`src/rtl/shift_unit_pipe.sv`:
```
// Pipelined barrel shifter for the EX stage: SLL/SRL/SRA with valid/ready handshake, tag sideband and flush.
// Optional macro SHIFT_UNIT_ROR_EN turns op 2'b11 into rotate-right; without it op 2'b11 behaves as SRL.
module shift_unit_pipe #(
  parameter int XLEN        = 32,
  parameter int PIPE_STAGES = 2,
  parameter int TAG_W       = 5
) (
  input  logic                    i_clk,
  input  logic                    i_reset,
  input  logic                    i_valid,
  output logic                    o_ready,
  input  logic [1:0]              i_op,
  input  logic [XLEN-1:0]         i_data,
  input  logic [$clog2(XLEN)-1:0] i_shamt,
  input  logic [TAG_W-1:0]        i_tag,
  input  logic                    i_flush,
  output logic                    o_valid,
  input  logic                    i_ready,
  output logic [XLEN-1:0]         o_data,
  output logic [TAG_W-1:0]        o_tag
);

  localparam int SW   = $clog2(XLEN);
  localparam int LPS  = (SW + PIPE_STAGES - 1) / PIPE_STAGES;
  localparam int LAST = PIPE_STAGES - 1;

  localparam logic [1:0] OP_SLL = 2'b00;
  localparam logic [1:0] OP_SRL = 2'b01;
  localparam logic [1:0] OP_SRA = 2'b10;
`ifdef SHIFT_UNIT_ROR_EN
  localparam logic [1:0] OP_ROR = 2'b11;
`endif

  function automatic logic [XLEN-1:0] bit_rev(input logic [XLEN-1:0] d);
    logic [XLEN-1:0] r;
    for (int i = 0; i < XLEN; i++) begin
      r[i] = d[XLEN-1-i];
    end
    return r;
  endfunction

  function automatic logic [XLEN-1:0] fill_level(input logic [XLEN-1:0] d, input int k, input logic fill);
    logic [XLEN-1:0] mask;
    mask = ~({XLEN{1'b1}} >> (1 << k));
    return (d >> (1 << k)) | (mask & {XLEN{fill}});
  endfunction

`ifdef SHIFT_UNIT_ROR_EN
  function automatic logic [XLEN-1:0] rotate_level(input logic [XLEN-1:0] d, input int k);
    return (d >> (1 << k)) | (d << (XLEN - (1 << k)));
  endfunction
`endif

  logic [XLEN-1:0]        data0_s;
  logic                   rev0_s;
  logic                   fill0_s;

  logic [XLEN-1:0]        stg_in_data_s  [PIPE_STAGES];
  logic [SW-1:0]          stg_in_shamt_s [PIPE_STAGES];
  logic                   stg_in_fill_s  [PIPE_STAGES];
  logic                   stg_in_rev_s   [PIPE_STAGES];
  logic [TAG_W-1:0]       stg_in_tag_s   [PIPE_STAGES];
  logic                   stg_in_valid_s [PIPE_STAGES];
  logic [XLEN-1:0]        stg_out_data_s [PIPE_STAGES];

  logic [PIPE_STAGES-1:0] valid_r;
  logic [XLEN-1:0]        data_r  [PIPE_STAGES];
  logic [SW-1:0]          shamt_r [PIPE_STAGES];
  logic                   fill_r  [PIPE_STAGES];
  logic                   rev_r   [PIPE_STAGES];
  logic [TAG_W-1:0]       tag_r   [PIPE_STAGES];
  logic [PIPE_STAGES-1:0] adv_s;

`ifdef SHIFT_UNIT_ROR_EN
  logic                   rot0_s;
  logic                   stg_in_rot_s [PIPE_STAGES];
  logic                   rot_r        [PIPE_STAGES];
`endif

  // Op decode: SLL runs through the right shifter on a bit-reversed operand.
  always_comb begin
    rev0_s  = 1'b0;
    fill0_s = 1'b0;
`ifdef SHIFT_UNIT_ROR_EN
    rot0_s  = 1'b0;
`endif
    case (i_op)
      OP_SLL:  rev0_s  = 1'b1;
      OP_SRL:  rev0_s  = 1'b0;
      OP_SRA:  fill0_s = i_data[XLEN-1];
`ifdef SHIFT_UNIT_ROR_EN
      OP_ROR:  rot0_s  = 1'b1;
`endif
      default: rev0_s  = 1'b0;
    endcase
    if (rev0_s) begin
      data0_s = bit_rev(i_data);
    end else begin
      data0_s = i_data;
    end
  end

  for (genvar s = 0; s < PIPE_STAGES; s++) begin : g_stage
    logic [XLEN-1:0] shifted_s;
    logic [XLEN-1:0] out_s;

    if (s == 0) begin : g_head
      assign stg_in_data_s[s]  = data0_s;
      assign stg_in_shamt_s[s] = i_shamt;
      assign stg_in_fill_s[s]  = fill0_s;
      assign stg_in_rev_s[s]   = rev0_s;
      assign stg_in_tag_s[s]   = i_tag;
      assign stg_in_valid_s[s] = i_valid;
`ifdef SHIFT_UNIT_ROR_EN
      assign stg_in_rot_s[s]   = rot0_s;
`endif
    end else begin : g_body
      assign stg_in_data_s[s]  = data_r[s-1];
      assign stg_in_shamt_s[s] = shamt_r[s-1];
      assign stg_in_fill_s[s]  = fill_r[s-1];
      assign stg_in_rev_s[s]   = rev_r[s-1];
      assign stg_in_tag_s[s]   = tag_r[s-1];
      assign stg_in_valid_s[s] = valid_r[s-1];
`ifdef SHIFT_UNIT_ROR_EN
      assign stg_in_rot_s[s]   = rot_r[s-1];
`endif
    end

    // Shift levels owned by this stage; the last stage also undoes the SLL reversal.
    always_comb begin
      shifted_s = stg_in_data_s[s];
      for (int k = 0; k < SW; k++) begin
        if (((k / LPS) == s) && stg_in_shamt_s[s][k]) begin
`ifdef SHIFT_UNIT_ROR_EN
          if (stg_in_rot_s[s]) begin
            shifted_s = rotate_level(shifted_s, k);
          end else begin
            shifted_s = fill_level(shifted_s, k, stg_in_fill_s[s]);
          end
`else
          shifted_s = fill_level(shifted_s, k, stg_in_fill_s[s]);
`endif
        end else begin
          shifted_s = shifted_s;
        end
      end
      if ((s == LAST) && stg_in_rev_s[s]) begin
        out_s = bit_rev(shifted_s);
      end else begin
        out_s = shifted_s;
      end
    end

    assign stg_out_data_s[s] = out_s;
  end

  // Backpressure chain: a stage moves when it is empty or its successor moves.
  always_comb begin
    adv_s       = {PIPE_STAGES{1'b0}};
    adv_s[LAST] = !valid_r[LAST] || i_ready;
    for (int s = LAST - 1; s >= 0; s--) begin
      adv_s[s] = !valid_r[s] || adv_s[s+1];
    end
  end

  // Stage registers; flush beats advance, payload only loads for a valid operation.
  always_ff @(posedge i_clk or posedge i_reset) begin
    if (i_reset) begin
      valid_r <= {PIPE_STAGES{1'b0}};
      for (int s = 0; s < PIPE_STAGES; s++) begin
        data_r[s]  <= {XLEN{1'b0}};
        shamt_r[s] <= {SW{1'b0}};
        fill_r[s]  <= 1'b0;
        rev_r[s]   <= 1'b0;
        tag_r[s]   <= {TAG_W{1'b0}};
`ifdef SHIFT_UNIT_ROR_EN
        rot_r[s]   <= 1'b0;
`endif
      end
    end else begin
      for (int s = 0; s < PIPE_STAGES; s++) begin
        if (i_flush) begin
          valid_r[s] <= 1'b0;
        end else if (adv_s[s]) begin
          valid_r[s] <= stg_in_valid_s[s];
        end else begin
          valid_r[s] <= valid_r[s];
        end
        if (adv_s[s] && stg_in_valid_s[s]) begin
          data_r[s]  <= stg_out_data_s[s];
          shamt_r[s] <= stg_in_shamt_s[s];
          fill_r[s]  <= stg_in_fill_s[s];
          rev_r[s]   <= stg_in_rev_s[s];
          tag_r[s]   <= stg_in_tag_s[s];
`ifdef SHIFT_UNIT_ROR_EN
          rot_r[s]   <= stg_in_rot_s[s];
`endif
        end
      end
    end
  end

  assign o_ready = adv_s[0];
  assign o_valid = valid_r[LAST];
  assign o_data  = data_r[LAST];
  assign o_tag   = tag_r[LAST];

endmodule

```
`config.mk`:
```
export PLATFORM = sky130hd
export DESIGN_NAME = shift_unit_pipe
export DESIGN_NICKNAME = d
export VERILOG_FILES = /design/src/rtl/shift_unit_pipe.sv
export SDC_FILE = /design/constraint.sdc
export NUM_CORES = 1
export LEC_CHECK = 0
export CORE_MARGIN = 5
export CORE_UTILIZATION = 60
export CTS_CLUSTER_SIZE = 16
export DETAILED_ROUTE_END_ITERATION = 7
export PLACE_DENSITY = 0.87
export SLEW_MARGIN = 10
export SYNTH_ARGS = -nofsm -noshare
export SYNTH_HDL_FRONTEND = slang
export SYNTH_SLANG_ARGS = --single-unit
```
`constraint.sdc`:
```
create_clock -name i_clk -period 4.6 [get_ports i_clk]
set_input_delay 0.69 -clock i_clk [delete_from_list [all_inputs] [get_ports i_clk]]
set_output_delay 0.69 -clock i_clk [all_outputs]
set_load 0.02 [all_outputs]
```
==> results of run 1 <==
-- Yosys cell counts, drive strengths merged (9+ instances only) --
| library cell | number | share of area [%] |
|---|---|---|
| dfrtp | 80 | 35 |
| mux4 | 38 | 15 |
| mux2i | 42 | 7.3 |
| o21ai | 51 | 4.4 |
| mux2 | 33 | 6.5 |
| clkbuf | 28 | 1.8 |
| nand2 | 88 | 5.7 |
| a211oi | 10 | 1.3 |
| a21oi | 20 | 1.7 |
| nor2 | 37 | 2.5 |
| o221ai | 9 | 1.4 |
| buf | 54 | 6.3 |
| a21o | 19 | 2.5 |
-- kinds of logic (layout without fill, tap and decap cells) --
kind of cell,count (synthesis),count (layout),share of synthesized area (%)
mux,113,113,28.6
compound gates,147,147,16.9
flops,80,80,34.7
buf+inv,89,122,8.54
simple gates,153,153,11.2
-- sequential cells by signal (all words and copies together) (netlist names) --
signal and count:
stg_in_tag_s 5, o_data 32, valid_r 2, shamt_r 2, rev_r 1, fill_r 1
o_tag 5, data_r 32
-- cell usage in the layout (no fill, tap or decap), types with 4 or more instances in the layout --
cell type,n
nor3_1,4
nand2_1,88
buf_4,12
nand3_1,5
a21oi_1,20
a21o_1,19
nor2_1,36
clkbuf_8,10
mux2i_1,42
o21ai_0,49
dfrtp_1,80
clkdlybuf4s50_1,86
mux2_2,32
o221ai_1,9
inv_1,6
a211oi_1,10
and2_1,7
mux4_2,38
-- area by class of cell --
type                       count  area, µm²  share of cell area, %
inverter                       7       27.5                  0.414
clock buffer                  10        138                   2.07
sequential                    80       2000                   30.1
multi-input combinational    413       3290                   49.5
timing repair buffer          99        956                   14.4
tap                          129        161                   2.43
clock inverter                 6       72.6                   1.09
-- worst max-delay path: stages --
cell	delay [ns]
clkdlybuf4s50_1	0.71
or2_1	0.39
buf_4	0.34
mux4_2	0.57
mux2_4	0.28
o211a_1	0.21
a21o_1	0.15
-- per-stage QoR --
stage	area [µm²]	worst slack, ns	cells	hold WS [ns]	util [%]
floorplan	5770	1.86	582	0.442	-
global placement	6430	1.22	728	0.454	69.0
detailed placement	6430	1.13	728	0.465	69.0
CTS	6640	1.49	744	0.487	71.2
global route	6650	1.32	744	0.506	71.2
finish	6650	1.49	744	0.481	71.2
-- per-layer routing --
layer  GRT usage, %  wire, µm  vias to the layer above
li1               -         -                     2180
met1           39.7      6470                     2398
met2           44.1      7420                      309
met3           3.94      1480                       41
met4           9.47       429                        0
met5              0         0                        -
-- path summary, 6_finish.rpt --
| kind | slack (ns) | depth (start not counted) | endpoint | start |
|---|---|---|---|---|
| setup / recovery | 1.49 | 7 | data_r[32]$_DFFE_PP0P_ | i_op[1] |
| hold / removal | 0.48 | 2 | o_data[4]$_DFFE_PP0P_ | o_data[4]$_DFFE_PP0P_ |
| setup reg to reg | 2.22 | 5 | o_data[24]$_DFFE_PP0P_ | shamt_r[9]$_DFFE_PP0P_ |
| hold reg to reg | 0.48 | 2 | o_data[4]$_DFFE_PP0P_ | o_data[4]$_DFFE_PP0P_ |
| max in group asynchronous | 2.89 | 3 | data_r[44]$_DFFE_PP0P_ | i_reset |
| min in group asynchronous | 0.82 | 2 | o_tag[0]$_DFFE_PP0P_ | i_reset |
-- report_power, final --
part           leakage [µW]  internal, µW  total [µW]  switching [µW]
logic               0.00170           426         856             430
registers          0.000989           832         947             114
clock network      0.000109           274         561             288
total               0.00279          1530        2360             833
==> results.tsv, run 1 <==
metric	value	unit
outcome	complete, no violations	
Final Hold Viols	0	
first-pass GRT wire length	25.7	mm
Ant. Diodes	0	
crit path capture type	flop	
Fill cells	709	
Nets	659	
Clk pin slew, worst setup/hold paths	0.09	ns
Sinks on Clock Net	80	
Initial DRT Pass Iterations	5	
Seq cells post-synth	80	
Post-synth EDFFs	0	
period utilization	67.5	%
synth warn	0	
worst skew pair latency	0.36	ns
Worst Tran Pin Value	1.20	ns
Seq/Total Area, Yosys	34.7	%
Post CTS Setup Buffer Count	0	
Layout Area Growth over Synthesis	15.1	%
share of cells above drive strength 1	17.1	%
total power draw	2360	µW
slew margin rel.	19.8	%
WL/cell	21.2	µm
vias in the first global route	4829	
CTS tree	done	
critical-path maximum fanout	19	
Synthesized Nets	631	
Tot GR Track Use	27.9	%
post-layout min period	3.11	ns
asr flop ratio synth	100	%
Via density	6.62	
worst path arrival time	3.34	ns
Starting DRT DRC Count	473	
Worst Skew	0.0169	ns
fmax	322	MHz
H-tree lvl count	3	
Power Density	356	nW/µm²
VDD IR max	0.211	mV
core outline area	9330	µm²
CTS max path bufs	2	
input/output buffers	87	
Final Slew Violations	0	
Vias	4928	
initial antenna violation count	0	
Die Y	108	µm
setup_tns	0	ns
Lkg Pwr	0.00279	µW
synthesized area per cell	9.92	µm²
kind of critical path	input pin to flop	
Critical Path RT	4.84	ns
Cell Rows	35	
drt total wl	15.8	mm
die footprint	11700	µm²
Die W	108	µm
largest net degree at the start of global routing	55	
total CTS buffers	9	
Top FF cell, synth	dfrtp_1	
Hold-fix buffers, CTS	0	
antenna-violating nets left	0	
root buffer cell	clkbuf_8	
Resize count post-CTS	0	
# DRC	0	
crit start category	input pin	
Post-Syn Instances	582	
setup violators final	0	
DP Wirelength	11.9	mm
Max-Cap Viols	0	
starting density of the core	61.9	%
post-synthesis instance area	5770	µm²
Distinct cells, synth	52	
GRT overflow	0	
Hold Path Class	flop to flop	
RSZ-0062 raised after global routing	no	
Boundary Pins	88	
placer congestion estimate	0.945	
Note: power is estimated with default switching activity, not from simulation.
==> inputs of run 2 (changes only) <==
--- a/config.mk
+++ b/config.mk
@@ -6,10 +6,10 @@
 export NUM_CORES = 1
 export LEC_CHECK = 0
 export CORE_MARGIN = 5
-export CORE_UTILIZATION = 60
+export CORE_UTILIZATION = 50
 export CTS_CLUSTER_SIZE = 16
 export DETAILED_ROUTE_END_ITERATION = 7
-export PLACE_DENSITY = 0.87
+export PLACE_DENSITY = 0.78
 export SLEW_MARGIN = 10
 export SYNTH_ARGS = -nofsm -noshare
 export SYNTH_HDL_FRONTEND = slang
==> constraint.sdc (replaced) <==
create_clock -name i_clk -period 2.81 [get_ports i_clk]
set_input_delay 0.4215 -clock i_clk [delete_from_list [all_inputs] [get_ports i_clk]]
set_output_delay 0.4215 -clock i_clk [all_outputs]
set_load 0.02 [all_outputs]
==> run 2 against run 1 <==
Effect of this change:
- flip-flop and latch count did not move
- total power rose by 72%
- register-to-register slack got worse by 1.4 ns
- via count fell by 2.8%
- sequential power rose by 63%
==> results.tsv, run 2 (same netlist as run 1, synthesis figures left out) <==
metric	value	unit
Layout Area Growth over Synthesis	18.9	%
Initial DRT Pass Iterations	6	
Hold-fix buffers, CTS	0	
multi-input logic area	3290	µm²
worst r2r dst	o_data[16]$_DFFE_PP0P_	
vias in the first global route	4815	
Crit Reg-Reg Startpoint	shamt_r[8]$_DFFE_PP0P_	
drt total wl	15.6	mm
fmax	429	MHz
CTS tree	done	
crit-path max cell delay	0.54	ns
most frequent cells in the layout	88 x nand2_1, 86 x clkdlybuf4s50_1, 80 x dfrtp_1	
core outline area	11400	µm²
sequential cell area	2000	µm²
first-pass GRT wire length	25.9	mm
Nets	673	
outcome	complete, no violations	
Resize count post-CTS	0	
placer congestion estimate	0.955	
initial antenna violation count	0	
Hold Path Class	input pin to asynchronous set/reset pin	
setup_tns	0	ns
Crit. Startpoint	i_op[1]	
setup violators final	0	
Worst Skew	0.00923	ns
H-tree lvl count	3	
antenna-violating nets left	0	
Starting DRT DRC Count	619	
leading cell type in the layout, fill and taps excluded	nand2_1	
Cell Rows	39	
Clk pin slew, worst setup/hold paths	0.07	ns
Post CTS Setup Buffer Count	0	
root buffer cell	clkbuf_16	
crit start category	input pin	
Critical Path RT	3.03	ns
Vias	4791	
WP depth	7	
kind of critical path	input pin to flop	
WL/cell	20.2	µm
Max-Cap Viols	0	
starting density of the core	50.8	%
VDD IR max	0.375	mV
Fill cells	945	
Final Slew Violations	0	
# DRC	0	
Via density	6.21	
Final Hold Viols	0	
CP max stage cell	clkdlybuf4s50_1	
setup slack, reg-to-reg	0.84	ns
worst skew pair latency	0.34	ns
Boundary Pins	88	
worst path arrival time	2.55	ns
Sinks on Clock Net	80	
R2R cell count	5	
total CTS buffers	9	
worst hold slack	0.375	ns
GRT overflow	0	
Crit path max-delay family	multiplexers	
post-layout min period	2.33	ns
period utilization	83.0	%
Die W	117	µm
share of cells above drive strength 1	18.9	%
critical path endpoint	data_r[32]$_DFFE_PP0P_	
critical-path maximum fanout	25	
die footprint	13800	µm²
crit path capture type	flop	
slew margin rel.	39.6	%
Lkg Pwr	0.00290	µW
Ant. Diodes	0	
DP Wirelength	12.0	mm
cell chain of the critical path	clkdlybuf4s50_1 > or2_1 > buf_12 > mux4_2 > mux2_4 > o211a_1 > a21o_1	
Buffers & Inverters on Critical Path	2	
Power Density	592	nW/µm²
Worst Tran Pin Value	0.907	ns
CTS max path bufs	2	
input/output buffers	87	
largest net degree at the start of global routing	51	
Tot GR Track Use	22.9	%
RSZ-0062 raised after global routing	no	
Die Y	117	µm
==> run 2: changes by cell type in the layout (fill, tap and decap cells not counted), moves of 2 or more <==
cell / previous run / this run
buf_4: 12 / 24
clkbuf_8: 10 / 0
clkbuf_16: 0 / 9
buf_12: 0 / 2
==> run 2: per-stage QoR <==
stage	util, %	area, µm²	setup slack [ns]	total power [µW]	cells
CTS	60.4	6860	0.490	4090	772
floorplan	-	5770	0.337	2550	582
detailed placement	57.9	6580	0.149	2990	756
global placement	57.9	6580	0.195	2950	756
global route	60.4	6860	0.404	4270	772
finish	60.4	6860	0.479	4060	772
==> run 2: area by class of cell <==
type                       instances  share of cell area [%]
multi-input combinational        413                    47.9
sequential                        80                    29.2
timing repair buffer             113                    15.8
clock buffer                       9                    3.28
tap                              143                    2.61
clock inverter                     7                   0.802
inverter                           7                   0.383
==> run 2: how the worst min path moves through the flow <==
stage | end | slack [ns] | cells after the start
CTS | o_data[2]$_DFFE_PP0P_ | 0.39 | 2
global placement | stg_in_tag_s[1]$_DFFE_PP0P_ | 0.45 | 2
finish | o_data[2]$_DFFE_PP0P_ | 0.38 | 2
floorplan | stg_in_tag_s[0]$_DFFE_PP0P_ | 0.44 | 2
detailed placement | stg_in_tag_s[1]$_DFFE_PP0P_ | 0.46 | 2
global route | o_data[2]$_DFFE_PP0P_ | 0.43 | 2
==> run 2: metal layers <==
layer / routed length [µm] / vias up / part of all wire [%] / track usage (%)
met5: 0 / - / 0 / 0
met4: 515 / 0 / 3.3 / 9.57
met3: 1220 / 34 / 7.8 / 4.67
met2: 7290 / 235 / 47 / 35.6
met1: 6580 / 2303 / 42 / 31.3
li1: - / 2219 / - / -
==> run 2: power breakdown <==
group          total, µW  switching (µW)  internal (µW)  leakage [µW]
clock               1100             489            609      0.000138
combinational       1430             715            713       0.00177
sequential          1540             171           1370      0.000989
==> inputs of run 3 (changes only) <==
==> constraint.sdc (replaced) <==
create_clock -name i_clk -period 1.9 [get_ports i_clk]
set_input_delay 0.285 -clock i_clk [delete_from_list [all_inputs] [get_ports i_clk]]
set_output_delay 0.285 -clock i_clk [all_outputs]
set_load 0.02 [all_outputs]
==> run 3 against run 2 <==
Effect of this change:
- global-route usage rose by 2.5 points
- wire length grew 12%
- clock power up 73%
- highest routed layer unchanged
- sequential power grew 48%
- cell count is 10% higher
- clock-buffer cell count is 2 higher
- sequential share of layout area fell by 3.1 points
- total power increased by 61%
- die area stayed put
- first-iteration DRC count is 2.9% higher
- setup slack worse by 0.42 ns
- non-clock buffer count increased by 80
==> results.tsv, run 3 (same netlist as run 1, synthesis figures left out) <==
metric	value	unit
H-tree lvl count	3	
GRT overflow	0	
Worst Skew	0.00980	ns
VDD IR max	0.629	mV
crit-path max cell delay	0.52	ns
Starting DRT DRC Count	637	
Via density	6.17	
Final Hold Viols	0	
Hold Path Class	input pin to asynchronous set/reset pin	
cell chain of the critical path	clkdlybuf4s15_1 > buf_6 > nor2_4 > buf_12 > mux4_2 > o21ai_0 > buf_4 > o221ai_1	
critical path endpoint	data_r[55]$_DFFE_PP0P_	
slew margin rel.	64.2	%
worst hold slack	0.429	ns
kind of critical path	input pin to flop	
antenna-violating nets left	0	
critical-path maximum fanout	6	
vias in the first global route	5232	
Clk pin slew, worst setup/hold paths	0.07	ns
drt total wl	17.5	mm
sw frac	31.7	%
CTS max path bufs	2	
# DRC	0	
Hold-fix buffers, CTS	0	
Flop pwr share	34.9	%
die footprint	13800	µm²
Critical Path RT	2.10	ns
Comb pwr share	36.0	%
leading cell type in the layout, fill and taps excluded	buf_4	
CP max stage cell	mux4_2	
input/output buffers	87	
largest net degree at the start of global routing	81	
Ant. Diodes	0	
Die Y	117	µm
crit start category	input pin	
Lkg Pwr	0.00335	µW
first-pass GRT wire length	28.3	mm
Layout Area Growth over Synthesis	33.1	%
worst skew pair latency	0.34	ns
Boundary Pins	88	
Final Slew Violations	0	
P_int	4460	µW
WL/cell	20.6	µm
Vias	5253	
Initial DRT Pass Iterations	6	
Layout Cells excl Fill	852	
Die W	117	µm
Placed Cells incl. Taps	830	
period utilization	97.0	%
initial antenna violation count	0	
setup violators final	0	
Worst Tran Pin Value	0.535	ns
share of cells above drive strength 1	29.3	%
root buffer cell	clkbuf_16	
total CTS buffers	9	
starting density of the core	50.8	%
post-layout min period	1.84	ns
CTS tree	done	
DP Wirelength	13.5	mm
fmax	542	MHz
worst path arrival time	2.04	ns
Crit Reg-Reg Startpoint	shamt_r[8]$_DFFE_PP0P_	
Sinks on Clock Net	80	
Nets	753	
placed cell areas	7240	µm²
worst r2r dst	o_data[16]$_DFFE_PP0P_	
Cell Rows	39	
core outline area	11400	µm²
outcome	complete, no violations	
most frequent cells in the layout	91 x buf_4, 88 x nand2_1, 83 x clkdlybuf4s50_1	
Psw	2070	µW
R2R cell count	5	
Tot GR Track Use	25.4	%
RSZ-0062 raised after global routing	no	
crit path capture type	flop	
Crit. Startpoint	i_op[1]	
post-route cell area	7680	µm²
Max-Cap Viols	0	
setup slack, reg-to-reg	0.19	ns
placer congestion estimate	1.01	
Power Density	850	nW/µm²
Clock Power Share	29.1	%
-- run 3: cell type report --
type / count / area, µm²
well taps: 143 / 179
repair buffers: 193 / 1820
inverters: 7 / 30.0
flip-flops and latches: 80 / 2000
fillers: 932 / 3690
multi-input cells: 413 / 3320
clock inverters: 5 / 78.8
clock buffers: 11 / 253
-- run 3: power by group through the flow --
stage | sequential (µW) | clock (µW) | combinational, µW
2_1_floorplan | 2220 | 0 | 1550
3_3_place_gp | 2280 | 0 | 2250
3_5_place_dp | 2300 | 0 | 2300
4_1_cts | 2280 | 1920 | 2350
5_1_grt | 2320 | 2000 | 2520
6_report | 2280 | 1900 | 2350
-- run 3: worst min-delay path by stage --
| stage | from | to | slack, ns | depth (start not counted) |
|---|---|---|---|---|
| 2_1_floorplan | i_flush | valid_r[0]$_DFFE_PP0P_ | 0.35 | 1 |
| 3_3_place_gp | stg_in_tag_s[0]$_DFFE_PP0P_ | stg_in_tag_s[0]$_DFFE_PP0P_ | 0.45 | 2 |
| 4_1_cts | i_reset | o_data[29]$_DFFE_PP0P_ | 0.44 | 3 |
| 6_report | i_reset | o_data[3]$_DFFE_PP0P_ | 0.43 | 3 |
| 5_1_grt | i_reset | o_data[3]$_DFFE_PP0P_ | 0.47 | 3 |
| 3_5_place_dp | stg_in_tag_s[0]$_DFFE_PP0P_ | stg_in_tag_s[0]$_DFFE_PP0P_ | 0.46 | 2 |
-- run 3: through the flow --
step	util [%]	TNS [ns]	power (µW)	worst slack, ns
3_5_place_dp	63.7	-12.51	4600	-0.549
3_3_place_gp	63.7	-11.60	4540	-0.478
4_1_cts	67.5	0	6550	0.000363
6_report	67.6	0	6530	0.0565
5_1_grt	67.6	0	6830	0.0110
2_1_floorplan	-	0	3770	0.00325
-- run 3: timing repair --
item / CTS / global route
setup endpoints to repair: 25 / 34
resized for setup: 12 / 8
setup buffers: 5 / 0
endpoints found under the hold margin: 0 / 0
gates cloned: 1 / 0
pin swaps: 3 / 2
-- run 3: worst max-delay path: cells and delay by family --
| family | cells | cell delay [ns] |
|---|---|---|
| buffers and inverters | 4 | 0.66 |
| and+or+nand+nor | 1 | 0.20 |
| AOI/OAI and AO/OA | 2 | 0.38 |
| muxes | 1 | 0.52 |
-- run 3: metal layers --
layer	GRT usage [%]	share of wire, %
met1	34.0	42
met2	40.6	48
met3	5.77	7.4
met4	9.06	3.0
met5	0	0
